`src/rtl/sseg_pkg.sv`:
```
// Shared constants and types for the 7-segment scanner.
// Segment patterns are active-low in {g,f,e,d,c,b,a} order.
package sseg_pkg;

    localparam int NUM_DIGITS = 3;

    typedef enum logic {
        S_BLANK = 1'b0,
        S_ON    = 1'b1
    } scanState_e;

    localparam logic [6:0] SEG_OFF = 7'h7F;
    localparam logic [6:0] SEG_0   = 7'b1000000;
    localparam logic [6:0] SEG_1   = 7'b1111001;
    localparam logic [6:0] SEG_2   = 7'b0100100;
    localparam logic [6:0] SEG_3   = 7'b0110000;
    localparam logic [6:0] SEG_4   = 7'b0011001;
    localparam logic [6:0] SEG_5   = 7'b0010010;
    localparam logic [6:0] SEG_6   = 7'b0000010;
    localparam logic [6:0] SEG_7   = 7'b1111000;
    localparam logic [6:0] SEG_8   = 7'b0000000;
    localparam logic [6:0] SEG_9   = 7'b0010000;
    localparam logic [6:0] SEG_A   = 7'b0001000;
    localparam logic [6:0] SEG_B   = 7'b0000011;
    localparam logic [6:0] SEG_C   = 7'b1000110;
    localparam logic [6:0] SEG_D   = 7'b0100001;
    localparam logic [6:0] SEG_E   = 7'b0000110;
    localparam logic [6:0] SEG_F   = 7'b0001110;

endpackage

```
`src/rtl/sseg_decoder.sv`:
```
// BCD/hex code to active-low 7-segment pattern.
// Optional macro SSEG_BLANK_INVALID_EN: when defined, codes 10-15 show a dark
// digit; otherwise they show hex glyphs A b C d E F for debugging.
module sseg_decoder
    import sseg_pkg::*;
(
    input  logic [3:0] code_i,
    output logic [6:0] seg_o
);

    // Pure lookup; codes 0-9 are the same in both builds
    always_comb begin
        seg_o = SEG_OFF;
        case (code_i)
            4'd0:    seg_o = SEG_0;
            4'd1:    seg_o = SEG_1;
            4'd2:    seg_o = SEG_2;
            4'd3:    seg_o = SEG_3;
            4'd4:    seg_o = SEG_4;
            4'd5:    seg_o = SEG_5;
            4'd6:    seg_o = SEG_6;
            4'd7:    seg_o = SEG_7;
            4'd8:    seg_o = SEG_8;
            4'd9:    seg_o = SEG_9;
`ifdef SSEG_BLANK_INVALID_EN
            default: seg_o = SEG_OFF;
`else
            4'd10:   seg_o = SEG_A;
            4'd11:   seg_o = SEG_B;
            4'd12:   seg_o = SEG_C;
            4'd13:   seg_o = SEG_D;
            4'd14:   seg_o = SEG_E;
            default: seg_o = SEG_F;
`endif
        endcase
    end

endmodule

```
`src/rtl/sseg_scanner.sv`:
```
// Three-digit multiplexed 7-segment driver for the voltage readout.
// Paces the calculator with a periodic one-cycle flag, snapshots its digits
// one cycle later, and scans them with a blank gap at the start of each slot.
// Optional macro SSEG_BLANK_INVALID_EN (see sseg_decoder).
module sseg_scanner
    import sseg_pkg::*;
#(
    parameter int UPDATE_CYC = 6_000_000,
    parameter int DIGIT_CYC  = 12_000,
    parameter int BLANK_CYC  = 120
)(
    input  logic       clk,
    input  logic       rst_n,
    input  logic [3:0] integer_data,
    input  logic [3:0] float1_data,
    input  logic [3:0] float2_data,
    output logic       flag,
    output logic [6:0] seg,
    output logic       dp,
    output logic [2:0] an
);

    localparam int UPD_W  = (UPDATE_CYC > 1) ? $clog2(UPDATE_CYC) : 1;
    localparam int SCAN_W = (DIGIT_CYC > 1) ? $clog2(DIGIT_CYC) : 1;

    localparam logic [UPD_W-1:0]  UPD_LAST   = UPD_W'(UPDATE_CYC - 1);
    localparam logic [SCAN_W-1:0] BLANK_LAST = SCAN_W'(BLANK_CYC - 1);
    localparam logic [SCAN_W-1:0] ON_LAST    = SCAN_W'(DIGIT_CYC - BLANK_CYC - 1);
    localparam logic [1:0]        DIG_LAST   = 2'(NUM_DIGITS - 1);

    logic [UPD_W-1:0]  updCnt_q, updCnt_d;
    logic              flag_q, flag_d;
    logic              flagDly_q;
    logic [3:0]        snap_q [NUM_DIGITS];

    scanState_e        state_q, state_d;
    logic [SCAN_W-1:0] scanCnt_q, scanCnt_d;
    logic [1:0]        dig_q, dig_d;

    logic [3:0]        decodeCode;
    logic [6:0]        decodeSeg;
    logic [2:0]        an_q, an_d;
    logic [6:0]        seg_q, seg_d;
    logic              dp_q, dp_d;

    // Free-running update counter; flag is registered so it is high while the count sits at its last value
    always_comb begin
        updCnt_d = (updCnt_q == UPD_LAST) ? '0 : updCnt_q + UPD_W'(1);
        flag_d   = (updCnt_d == UPD_LAST);
    end

    // Update counter, flag and its one-cycle-delayed copy
    always_ff @(posedge clk or negedge rst_n) begin
        if (!rst_n) begin
            updCnt_q  <= '0;
            flag_q    <= 1'b0;
            flagDly_q <= 1'b0;
        end else begin
            updCnt_q  <= updCnt_d;
            flag_q    <= flag_d;
            flagDly_q <= flag_q;
        end
    end

    // Capture all three digits together the cycle the calculator outputs become valid
    always_ff @(posedge clk or negedge rst_n) begin
        if (!rst_n) begin
            for (int i = 0; i < NUM_DIGITS; i++) begin
                snap_q[i] <= '0;
            end
        end else if (flagDly_q) begin
            snap_q[0] <= integer_data;
            snap_q[1] <= float1_data;
            snap_q[2] <= float2_data;
        end
    end

    // Scan sequencing: blank phase then lit phase per digit, advancing the digit after each lit phase
    always_comb begin
        state_d   = state_q;
        scanCnt_d = scanCnt_q + SCAN_W'(1);
        dig_d     = dig_q;
        case (state_q)
            S_BLANK: begin
                if (scanCnt_q == BLANK_LAST) begin
                    state_d   = S_ON;
                    scanCnt_d = '0;
                end
            end
            default: begin
                if (scanCnt_q == ON_LAST) begin
                    state_d   = S_BLANK;
                    scanCnt_d = '0;
                    dig_d     = (dig_q == DIG_LAST) ? 2'd0 : dig_q + 2'd1;
                end
            end
        endcase
    end

    // Select the snapshot digit that will be lit in the coming cycle
    always_comb begin
        decodeCode = snap_q[2];
        case (dig_d)
            2'd0:    decodeCode = snap_q[0];
            2'd1:    decodeCode = snap_q[1];
            default: decodeCode = snap_q[2];
        endcase
    end

    sseg_decoder u_decoder (
        .code_i (decodeCode),
        .seg_o  (decodeSeg)
    );

    // Output values computed from the next state so the registered outputs line up with the FSM
    always_comb begin
        an_d  = 3'b111;
        seg_d = SEG_OFF;
        dp_d  = 1'b1;
        if (state_d == S_ON) begin
            an_d  = ~(3'b001 << dig_d);
            seg_d = decodeSeg;
            dp_d  = (dig_d != 2'd0);
        end
    end

    // Scan FSM state register and registered display outputs
    always_ff @(posedge clk or negedge rst_n) begin
        if (!rst_n) begin
            state_q   <= S_BLANK;
            scanCnt_q <= '0;
            dig_q     <= 2'd0;
            an_q      <= 3'b111;
            seg_q     <= SEG_OFF;
            dp_q      <= 1'b1;
        end else begin
            state_q   <= state_d;
            scanCnt_q <= scanCnt_d;
            dig_q     <= dig_d;
            an_q      <= an_d;
            seg_q     <= seg_d;
            dp_q      <= dp_d;
        end
    end

    assign flag = flag_q;
    assign an   = an_q;
    assign seg  = seg_q;
    assign dp   = dp_q;

endmodule

```
`config.mk`:
```
export PLATFORM = sky130hd
export DESIGN_NAME = sseg_scanner
export DESIGN_NICKNAME = d
export VERILOG_FILES = /design/src/rtl/sseg_pkg.sv /design/src/rtl/sseg_decoder.sv /design/src/rtl/sseg_scanner.sv
export SDC_FILE = /design/constraint.sdc
export NUM_CORES = 1
export LEC_CHECK = 0
export BUFFER_PORTS_ARGS = -buffer_cell sky130_fd_sc_hd__buf_2
export CORE_ASPECT_RATIO = 1.25
export CORE_MARGIN = 3
export CORE_UTILIZATION = 60
export CTS_CLUSTER_SIZE = 14
export DETAILED_ROUTE_END_ITERATION = 12
export PLACE_DENSITY = 0.76
export RECOVER_POWER = 100
export SYNTH_ARGS = -nofsm -noshare
export SYNTH_HDL_FRONTEND = slang
export SYNTH_HIERARCHICAL = 1
export SYNTH_SLANG_ARGS = --single-unit
```
`constraint.sdc`:
```
create_clock -name clk -period 4.6 [get_ports clk]
set_input_delay 0.46 -clock clk [delete_from_list [all_inputs] [get_ports clk]]
set_output_delay 0.46 -clock clk [all_outputs]
set_load 0.02 [all_outputs]
```
Yosys cells after proc, flatten, opt, wreduce, memory -nomap -nowiden
Memories as Yosys holds them, arrays and structs flattened.
Cells that the tools add are included.
- input bits: 14
- register bits after elaboration: 65
- memories: 1
- logic and storage cells: 40
- bits in read-only memories: 112
- shift operators: 1
- $add $sub $neg: 3
- eq/ne operators: 6
- reduce and logical (&&, ||, !) cells: 2
- bitwise logic cells: 1
- mux-type cells: 14
- memories (memory ; depth ; width ; rd ports ; clocked after memory_dff ; wr ports ; RTL line ; source):
    (name not given) ; 16 ; 7 ; 1 ; 0 ; 0 ; sseg_decoder.sv:14 ; case (code_i)
- operator list (cell ; number):
    == test 23 bit, second input constant ; 2
    2-to-1 mux 14 bit ; 3
    adder 23 x 1 -> 23 bit, second input constant ; 1
    2-to-1 mux 23 bit ; 1
    adder 14 x 1 -> 14 bit, second input constant ; 1
    == test 14 bit, second input constant ; 1
    == test 14 x 7 -> 1 bit, second input constant ; 1
    one-hot mux 4 bit (2 select lines) ; 1
    2-to-1 mux 7 bit ; 1
    2-to-1 mux 2 bit ; 3
    2-to-1 mux 1 bit ; 4
    2-to-1 mux 3 bit ; 1
    inverter 3 bit ; 1
    << shifter 1 x 2 -> 3 bit, first input constant ; 1
    adder 2 x 1 -> 2 bit, second input constant ; 1
    == test 2 x 1 -> 1 bit, second input constant ; 1
    == test 2 bit, second input constant ; 1
    zero test 2 bit ; 1
    nonzero test 2 bit ; 1

Depth between registers and ports, before layout
Gate-level depths: netlist of run 1.
An unclocked memory read counts as a cell.
- word-level depth: 8
- mapped depth: 14
- mapped depth without buffers: 13

Cells and area by module
The synthesis of run 1 kept the hierarchy.
- by module, submodules not included (module ; area each (sq um) ; sequential area each (sq um) ; cells each ; times used):
    sseg_scanner ; 3088.0 ; 1614.0 ; 284 ; 1
    sseg_decoder ; 275.3 ; 0.0 ; 32 ; 1

Least setup slack after synthesis of run 1
Ideal clock, no wire load.
- path type: register to register
- start point: register scanCnt_q[3]
- end point: register seg_q[3], in the netlist seg[3]
- setup time: 87 ps
- buffers on the path: 1
- clock period less this slack: 3325 ps
- required time: 4513 ps
- path slack: 1275 ps
- arrival time: 3238 ps
- cell stages (with the launch flop): 13
- cell sequence: dfrtp_1 nor4_1 nand4_1 or3b_1 mux2i_1 clkbuf_1 nor2_1 a21oi_1 inv_1 ha_1 inv_1 mux4_1 nand2b_1
- cells in the longest elaborated chain, start to end: 7
- RTL lines (element ; RTL line ; source):
    from (decl) ; sseg_scanner.sv:37 ; logic [SCAN_W-1:0] scanCnt_q, scanCnt_d;
    from (signal assigned) ; sseg_scanner.sv:138 ; scanCnt_q <= scanCnt_d;
    == test 14 bit (*) ; sseg_scanner.sv:91 ; if (scanCnt_q == ON_LAST) begin
    2-to-1 mux 2 bit (*) ; sseg_scanner.sv:91 ;
    2-to-1 mux 2 bit (*) ; sseg_scanner.sv:83 ; case (state_q)
    == test 2 x 1 -> 1 bit / zero test 2 bit (equally long branches) ; sseg_scanner.sv:103 ; case (dig_d)
    one-hot mux 4 bit (2 select lines) (*) ; sseg_scanner.sv:103 ;
    named net decodeCode[0] ; sseg_scanner.sv:40 ; logic [3:0] decodeCode;
    memory read (16 x 7 bit) (*) ; - ;
    named net decodeSeg[3] ; sseg_scanner.sv:41 ; logic [6:0] decodeSeg;
    2-to-1 mux 7 bit (*) ; sseg_scanner.sv:120 ; if (state_d == S_ON) begin
    named net seg_d[3] ; sseg_scanner.sv:43 ; logic [6:0] seg_q, seg_d;
    to (signal assigned) ; sseg_scanner.sv:141 ; seg_q <= seg_d;
    to (decl) ; sseg_scanner.sv:43 ;
Mark *: on every way through the listed nets, which the timed path passes. The rest lies on a longest branch.
A chain may end at the register's enable or synchronous reset.

Final worst setup path of run 1
- start point: register scanCnt_q[0]
- end point: register seg_q[3], in the netlist seg[3]
Same word-level chain as after synthesis.

==> flow_summary.yaml, run 1 <==
run_status:
  status: "complete, but fails checks"
  failed_checks: "capacitance limit, slew limit"
yosys:
  syn_nets: 339
  postSynth.asyncResetShare_pct: 100
  yosys.cell_types.count: 52
  ys_seq_area_share_pct: 48.0
  ys.flop_type: "sky130_fd_sc_hd__dfrtp_1"
  avgSynthCellArea_sq_um: 10.6
  synth_cells: 316
  synth_area_sq_um: 3360
  synth_edf_count: 0
  postSynthRegisterBits: 64
  synthesis.yosys.warnings: 6
timing:
  timing.max_slew.rel_slack_pct: -115
  hold_violations: 0
  rsz0062_at_grt: "false"
  timing.final.crit_share_pct: 85.4
  period_needed_ps: 3930
  layout_skew_ps: 8.49
  timing.final.setup_violations: 0
  worstMarginPinSlew_ps: 3220
  totalNegativeSetupSlack_ps: 0
  timing_max_transition_violations_final: 65
  fmax_mhz: 254
critical_path:
  critical_path.cell_chain: "ha_1, and2_1, nand4_1, or3b_1, mux2i_1, mux2i_1, a21oi_1, inv_1, ha_1, inv_1, mux4_1, nand2b_1"
  critPathBufInv: 2
  timing.critical_path.fanout_max: 7
  cpMaxStageDelayCell: "sky130_fd_sc_hd__mux2i_1"
  timing.critical_path.arrival_ps: 4200
  crit_path_end_kind: "flip-flop"
  critPathTopFamily: "multiplexers"
  worstPathRequired_ps: 4870
  max_stage_delay_ps: 620
  crit_type: "reg2reg"
  timing.critical_path.from_type: "flip-flop"
  reg2reg_setup_slack_ps: 670
final_layout:
  diodes: 0
  ff_latch_area_sq_um: 1610
  number_of_nets_in_the_final_layout: 366
  multi_input_comb_area_sq_um: 1590
  fillers: 410
  most-common-layout-cells: "sky130_fd_sc_hd__dfrtp_1, sky130_fd_sc_hd__nor2_1, sky130_fd_sc_hd__nand3_1, sky130_fd_sc_hd__nand2_1, sky130_fd_sc_hd__xor2_1"
  mostFrequentLayoutCell: "sky130_fd_sc_hd__dfrtp_1"
  post_route_cells_drive_above_1_share_pct: 16.1
  area_delta_synth_final_pct: 8.67
  design_area_sq_um: 3650
routing:
  first_pass_iters: 4
  route.detailed.drc: 0
  avgRoutedWirePerCell_um: 14.9
  routed_wl_mm: 6.10
  antenna_violating_nets_post_route: 0
  post_drt_via_cell_ratio: 5.79
  vias: 2373
  initialDrtViolationCount: 149
floorplan:
  top_level_ports: 26
  die_y_um: 89.7
  floorplan.initialDensity_pct: 63.9
  fp-row-count: 29
  design.die.area_sq_um: 6550
  core_sq_um: 5260
  die_width_um: 73.0
clocking:
  clock_tree.buffer_depth: 2
  cts_setup_buffers: 0
  h-tree-depth: 3
  post_cts_repair_resize_count: 0
  clock_transition_at_path_regs_ps: 70
  cts_made_buffers: 9
  holdBufCountCts: 0
  skew_pair_late_insertion_delay_ps: 340
  clock-root-buffer: "sky130_fd_sc_hd__clkbuf_8"
  cts_sinks: 64
  cts_tree: "yes"
placed_design:
  hpwlAfterDp_mm: 4.19
  port_buffers: 25
  globalplace.congestion: 0.815
  placedInstanceArea_sq_um: 3520
power:
  power.density_cell_area_nw_per_um2: 307
  vdd_drop_max_mv: 0.221
  static_leakage_nw: 1.66
global_routing:
  globalRouteOverflowTotal: 0
  track_usage_pct: 20.3
  grt_antenna_before_repair: 0
  wire_length_of_the_first_global_routing_pass_mm: 10.6
  grt_pass1_vias: 2369
  largest_net_degree_at_the_start_of_global_routing: 65
flow_run:
  maxCapViolCount: 1
worst_hold_path:
  hold_path_class: "in2reg"
==> final timing paths <==
check                                  to            from  cells past startpoint
worst min register to register  flagDly_q            flag                      0
worst min-delay path            snap_q[3]  float2_data[3]                      2
max in group asynchronous            flag           rst_n                      2
worst max-delay path               seg[3]    scanCnt_q[0]                     12
min in group asynchronous       snap_q[0]           rst_n                      2
worst max register to register     seg[3]    scanCnt_q[0]                     12
==> flip-flops by register name, summed over array words and instances, names as in the netlist <==
register and count:
an 2, dig_q 2, dp 1, flag 1
flagDly_q 1, scanCnt_q 14, seg 7, snap_q 12
state_q 1, updCnt_q 23
==> layer usage <==
metal  GRT usage (%)  part of all wire, %
met3            4.24                  4.0
met4            9.08                  1.7
met1            26.0                   44
met2            32.6                   50
met5               0                    0
==> synth_stat cells, types with 2 or more instances <==
library cell               number  area, sq um
sky130_fd_sc_hd__nor4_1         5         31.3
sky130_fd_sc_hd__and3_1         8         50.1
sky130_fd_sc_hd__xnor2_1       12          105
sky130_fd_sc_hd__nand2b_1       9         56.3
sky130_fd_sc_hd__mux2_2        14          158
sky130_fd_sc_hd__nor2_1        36          135
sky130_fd_sc_hd__dfstp_2       10          263
sky130_fd_sc_hd__or3_1          4         25.0
sky130_fd_sc_hd__a22o_1         2         17.5
sky130_fd_sc_hd__or4_1          2         15.0
sky130_fd_sc_hd__nand2_1       18         67.6
sky130_fd_sc_hd__o21ai_0        7         35.0
sky130_fd_sc_hd__nor2b_1        3         18.8
sky130_fd_sc_hd__nor4_4         2         42.5
sky130_fd_sc_hd__or3b_1         2         17.5
sky130_fd_sc_hd__o22ai_1        2         12.5
sky130_fd_sc_hd__mux2i_1        9         90.1
sky130_fd_sc_hd__nand4_1        8         50.1
sky130_fd_sc_hd__dfrtp_1       54         1350
sky130_fd_sc_hd__and2_1         2         12.5
sky130_fd_sc_hd__xor2_1        18          158
sky130_fd_sc_hd__inv_1          7         26.3
sky130_fd_sc_hd__a21oi_1       13         65.1
sky130_fd_sc_hd__nor3b_1        3         22.5
sky130_fd_sc_hd__nand3_2        2         20.0
sky130_fd_sc_hd__nand3_1       21          105
sky130_fd_sc_hd__nor3_1         3         15.0
sky130_fd_sc_hd__clkbuf_1       5         18.8
sky130_fd_sc_hd__ha_1           9          113
sky130_fd_sc_hd__buf_6          2         22.5
sky130_fd_sc_hd__buf_2          3         15.0
==> kinds of logic (layout without fill, tap and decap cells) <==
family,count (synthesis),count (layout),share of synthesized area (%)
and+or+nand+nor,137,137,23.1
xor gates and xnor gates,30,30,7.81
muxes,25,25,8.82
adders and majority gates,9,9,3.35
DFF,64,64,48.0
buffers and inverters,19,51,2.79
AOI/OAI and AO/OA,32,32,6.10
==> final cells by class <==
| cell class | instances | share of cell area, % |
|---|---|---|
| Clock buffer | 13 | 4.35 |
| Multi-Input combinational cell | 233 | 43.4 |
| Sequential cell | 64 | 44.2 |
| Timing Repair Buffer | 28 | 3.42 |
| Tap cell | 62 | 2.12 |
| Inverter | 7 | 0.719 |
| Clock inverter | 3 | 1.78 |
==> power breakdown <==
part | leakage, nW | switching (W) | total, W | internal (W)
logic | 0.719 | 0.0000114 | 0.0000154 | 0.00000400
clock network | 0.114 | 0.000210 | 0.000544 | 0.000334
registers | 0.831 | 0 | 0.000563 | 0.000563
total | 1.66 | 0.000221 | 0.00112 | 0.000902
==> stage by stage <==
step / std cells / total power (W) / util [%] / setup WS, ps / hold slack (ps)
2_1_floorplan: 316 / 0.000574 / - / 1270 / 164
3_3_place_gp: 394 / 0.000590 / 66.9 / 1010 / 385
3_5_place_dp: 394 / 0.000590 / 66.9 / 815 / 387
4_1_cts: 410 / 0.00114 / 71.2 / 800 / 300
5_1_grt: 410 / 0.00116 / 69.5 / 282 / 348
6_report: 410 / 0.00112 / 69.5 / 670 / 346
Note: power is estimated with default switching activity, not from simulation.
==> run 2, diff against run 1 <==
--- a/config.mk
+++ b/config.mk
@@ -6,7 +6,7 @@
 export NUM_CORES = 1
 export LEC_CHECK = 0
 export BUFFER_PORTS_ARGS = -buffer_cell sky130_fd_sc_hd__buf_2
-export CORE_ASPECT_RATIO = 1.25
+export CORE_ASPECT_RATIO = 0.6
 export CORE_MARGIN = 3
 export CORE_UTILIZATION = 60
 export CTS_CLUSTER_SIZE = 14
==> run 2 against run 1 <==
Against the previous run: the run still ends with capacitance limit, slew limit left; combinational power grew 5%; first-iteration DRC count shrank 14%; critical path depth is the same; sequential share of layout area grew 0.21 points; die area grew 0.37%; sequential cell count is the same; cell area shrank 0.48%; routed wire length grew 12%; clock skew shrank 3.5 ps; via count grew 2.9%; hold slack lost 8.6 ps; critical path type unchanged; largest power group unchanged; highest routed layer unchanged.
==> flow_summary.yaml, run 2 (synthesis gave the netlist of run 1 again) <==
final_layout:
  number_of_nets_in_the_final_layout: 366
  fillers: 410
  registers.top_by_ff_count: "updCnt_q"
  diodes: 0
  post_route_cells_drive_above_1_share_pct: 15.8
  max_reg_flops: 23
  top_regs: "updCnt_q (23), scanCnt_q (14), snap_q (12)"
  ff_latch_area_sq_um: 1610
  most-common-layout-cells: "sky130_fd_sc_hd__dfrtp_1, sky130_fd_sc_hd__nor2_1, sky130_fd_sc_hd__nand3_1, sky130_fd_sc_hd__nand2_1, sky130_fd_sc_hd__xor2_1"
  mostFrequentLayoutCell: "sky130_fd_sc_hd__dfrtp_1"
  multi_input_comb_area_sq_um: 1590
  area_delta_synth_final_pct: 8.15
  layout.core_utilization_pct: 69.5
floorplan:
  die_y_um: 64.0
  top_level_ports: 26
  core_sq_um: 5230
  die_width_um: 103
  design.die.area_sq_um: 6570
  floorplan.initialDensity_pct: 64.3
  fp-row-count: 20
routing:
  initialDrtViolationCount: 128
  post_drt_via_cell_ratio: 5.90
  antenna_violating_nets_post_route: 0
  first_pass_iters: 4
  routed_wl_mm: 6.84
  route.detailed.drc: 0
  avgRoutedWirePerCell_um: 16.5
  vias: 2443
clocking:
  cts_setup_buffers: 0
  clock_tree.buffer_depth: 2
  cts_sinks: 64
  cts_tree: "yes"
  clock-root-buffer: "sky130_fd_sc_hd__clkbuf_8"
  skew_pair_late_insertion_delay_ps: 350
  post_cts_repair_resize_count: 0
  cts_made_buffers: 9
  h-tree-depth: 3
  clock_transition_at_path_regs_ps: 70
timing:
  timing.final.crit_share_pct: 87.8
  hold_violations: 0
  fmax_mhz: 248
  layout_skew_ps: 5.01
  timing.final.setup_violations: 0
  period_needed_ps: 4040
  timing_max_transition_violations_final: 67
  timing.max_slew.rel_slack_pct: -75.2
  worstMarginPinSlew_ps: 2630
  totalNegativeSetupSlack_ps: 0
  rsz0062_at_grt: "false"
critical_path:
  crit_path_end_kind: "flip-flop"
  timing.critical_path.from_type: "flip-flop"
  crit_type: "reg2reg"
  timing.critical_path.fanout_max: 7
  timing.critical_path.arrival_ps: 4310
  worstPathRequired_ps: 4870
global_routing:
  grt_antenna_before_repair: 0
  wire_length_of_the_first_global_routing_pass_mm: 11.6
  globalRouteOverflowTotal: 0
  track_usage_pct: 23.0
  grt_pass1_vias: 2391
  largest_net_degree_at_the_start_of_global_routing: 51
placed_design:
  globalplace.congestion: 0.934
  port_buffers: 25
  hpwlAfterDp_mm: 4.80
run_status:
  status: "complete, but fails checks"
  failed_checks: "capacitance limit, slew limit"
power:
  vdd_drop_max_mv: 0.207
  power.density_cell_area_nw_per_um2: 292
  static_leakage_nw: 1.65
flow_run:
  maxCapViolCount: 2
worst_hold_path:
  hold_path_class: "in2reg"
## run 2: final timing paths
kind / depth (start not counted) / from / slack, ps / endpoint
max: 12 / scanCnt_q[0] / 560 / seg[3]
min: 2 / float2_data[2] / 340 / snap_q[2]
max reg2reg: 12 / scanCnt_q[0] / 560 / seg[3]
min reg2reg: 0 / flag / 390 / flagDly_q
max in group asynchronous: 3 / rst_n / 1020 / updCnt_q[10]
min in group asynchronous: 2 / rst_n / 670 / scanCnt_q[9]
## run 2: layer usage
layer / share of wire (%) / GRT usage, % / wire length (um)
met1: 49 / 33.1 / 3370
met2: 44 / 33.6 / 3010
met3: 6.2 / 8.83 / 422
met4: 0.50 / 3.76 / 34
met5: 0 / 0 / 0
## run 2: cell type report
class	count	share of cell area, %
clock buffer	11	3.89
inverter	7	0.722
multi-input combinational	233	43.6
timing repair buffer	28	3.58
sequential	64	44.4
clock inverter	5	1.55
tap	66	2.27
## run 2: stage by stage
stage | cells | area [sq um] | setup WS [ps] | power, W | hold slack (ps)
2_1_floorplan | 316 | 3360 | 1270 | 0.000574 | 164
5_1_grt | 414 | 3640 | 295 | 0.00110 | 338
3_3_place_gp | 397 | 3520 | 1000 | 0.000590 | 365
4_1_cts | 414 | 3730 | 751 | 0.00107 | 335
6_report | 414 | 3640 | 562 | 0.00106 | 338
3_5_place_dp | 397 | 3520 | 772 | 0.000590 | 367
## run 2: report_power, final
| group | total [W] | leakage (nW) | internal, W | switching, W |
|---|---|---|---|---|
| registers | 0.000563 | 0.831 | 0.000563 | 0 |
| clock network | 0.000483 | 0.0993 | 0.000264 | 0.000219 |
| logic | 0.0000162 | 0.719 | 0.00000446 | 0.0000118 |
## run 2: what timing repair did
item / 4_1_cts / 5_1_grt
hold buffers: 1 / 0
endpoints found under the hold margin: 8 / 0
endpoints found under the setup margin: 0 / 0
## run 2: worst max-delay path: stages (launching register included)
cell and delay (ps):
sky130_fd_sc_hd__dfrtp_1 370, sky130_fd_sc_hd__ha_1 190, sky130_fd_sc_hd__and2_1 190, sky130_fd_sc_hd__nand4_1 160
sky130_fd_sc_hd__or3b_1 450, sky130_fd_sc_hd__mux2i_1 720, sky130_fd_sc_hd__mux2i_1 170, sky130_fd_sc_hd__a21oi_1 510
sky130_fd_sc_hd__inv_1 210, sky130_fd_sc_hd__ha_1 330, sky130_fd_sc_hd__inv_1 50, sky130_fd_sc_hd__mux4_1 460
sky130_fd_sc_hd__nand2b_1 150
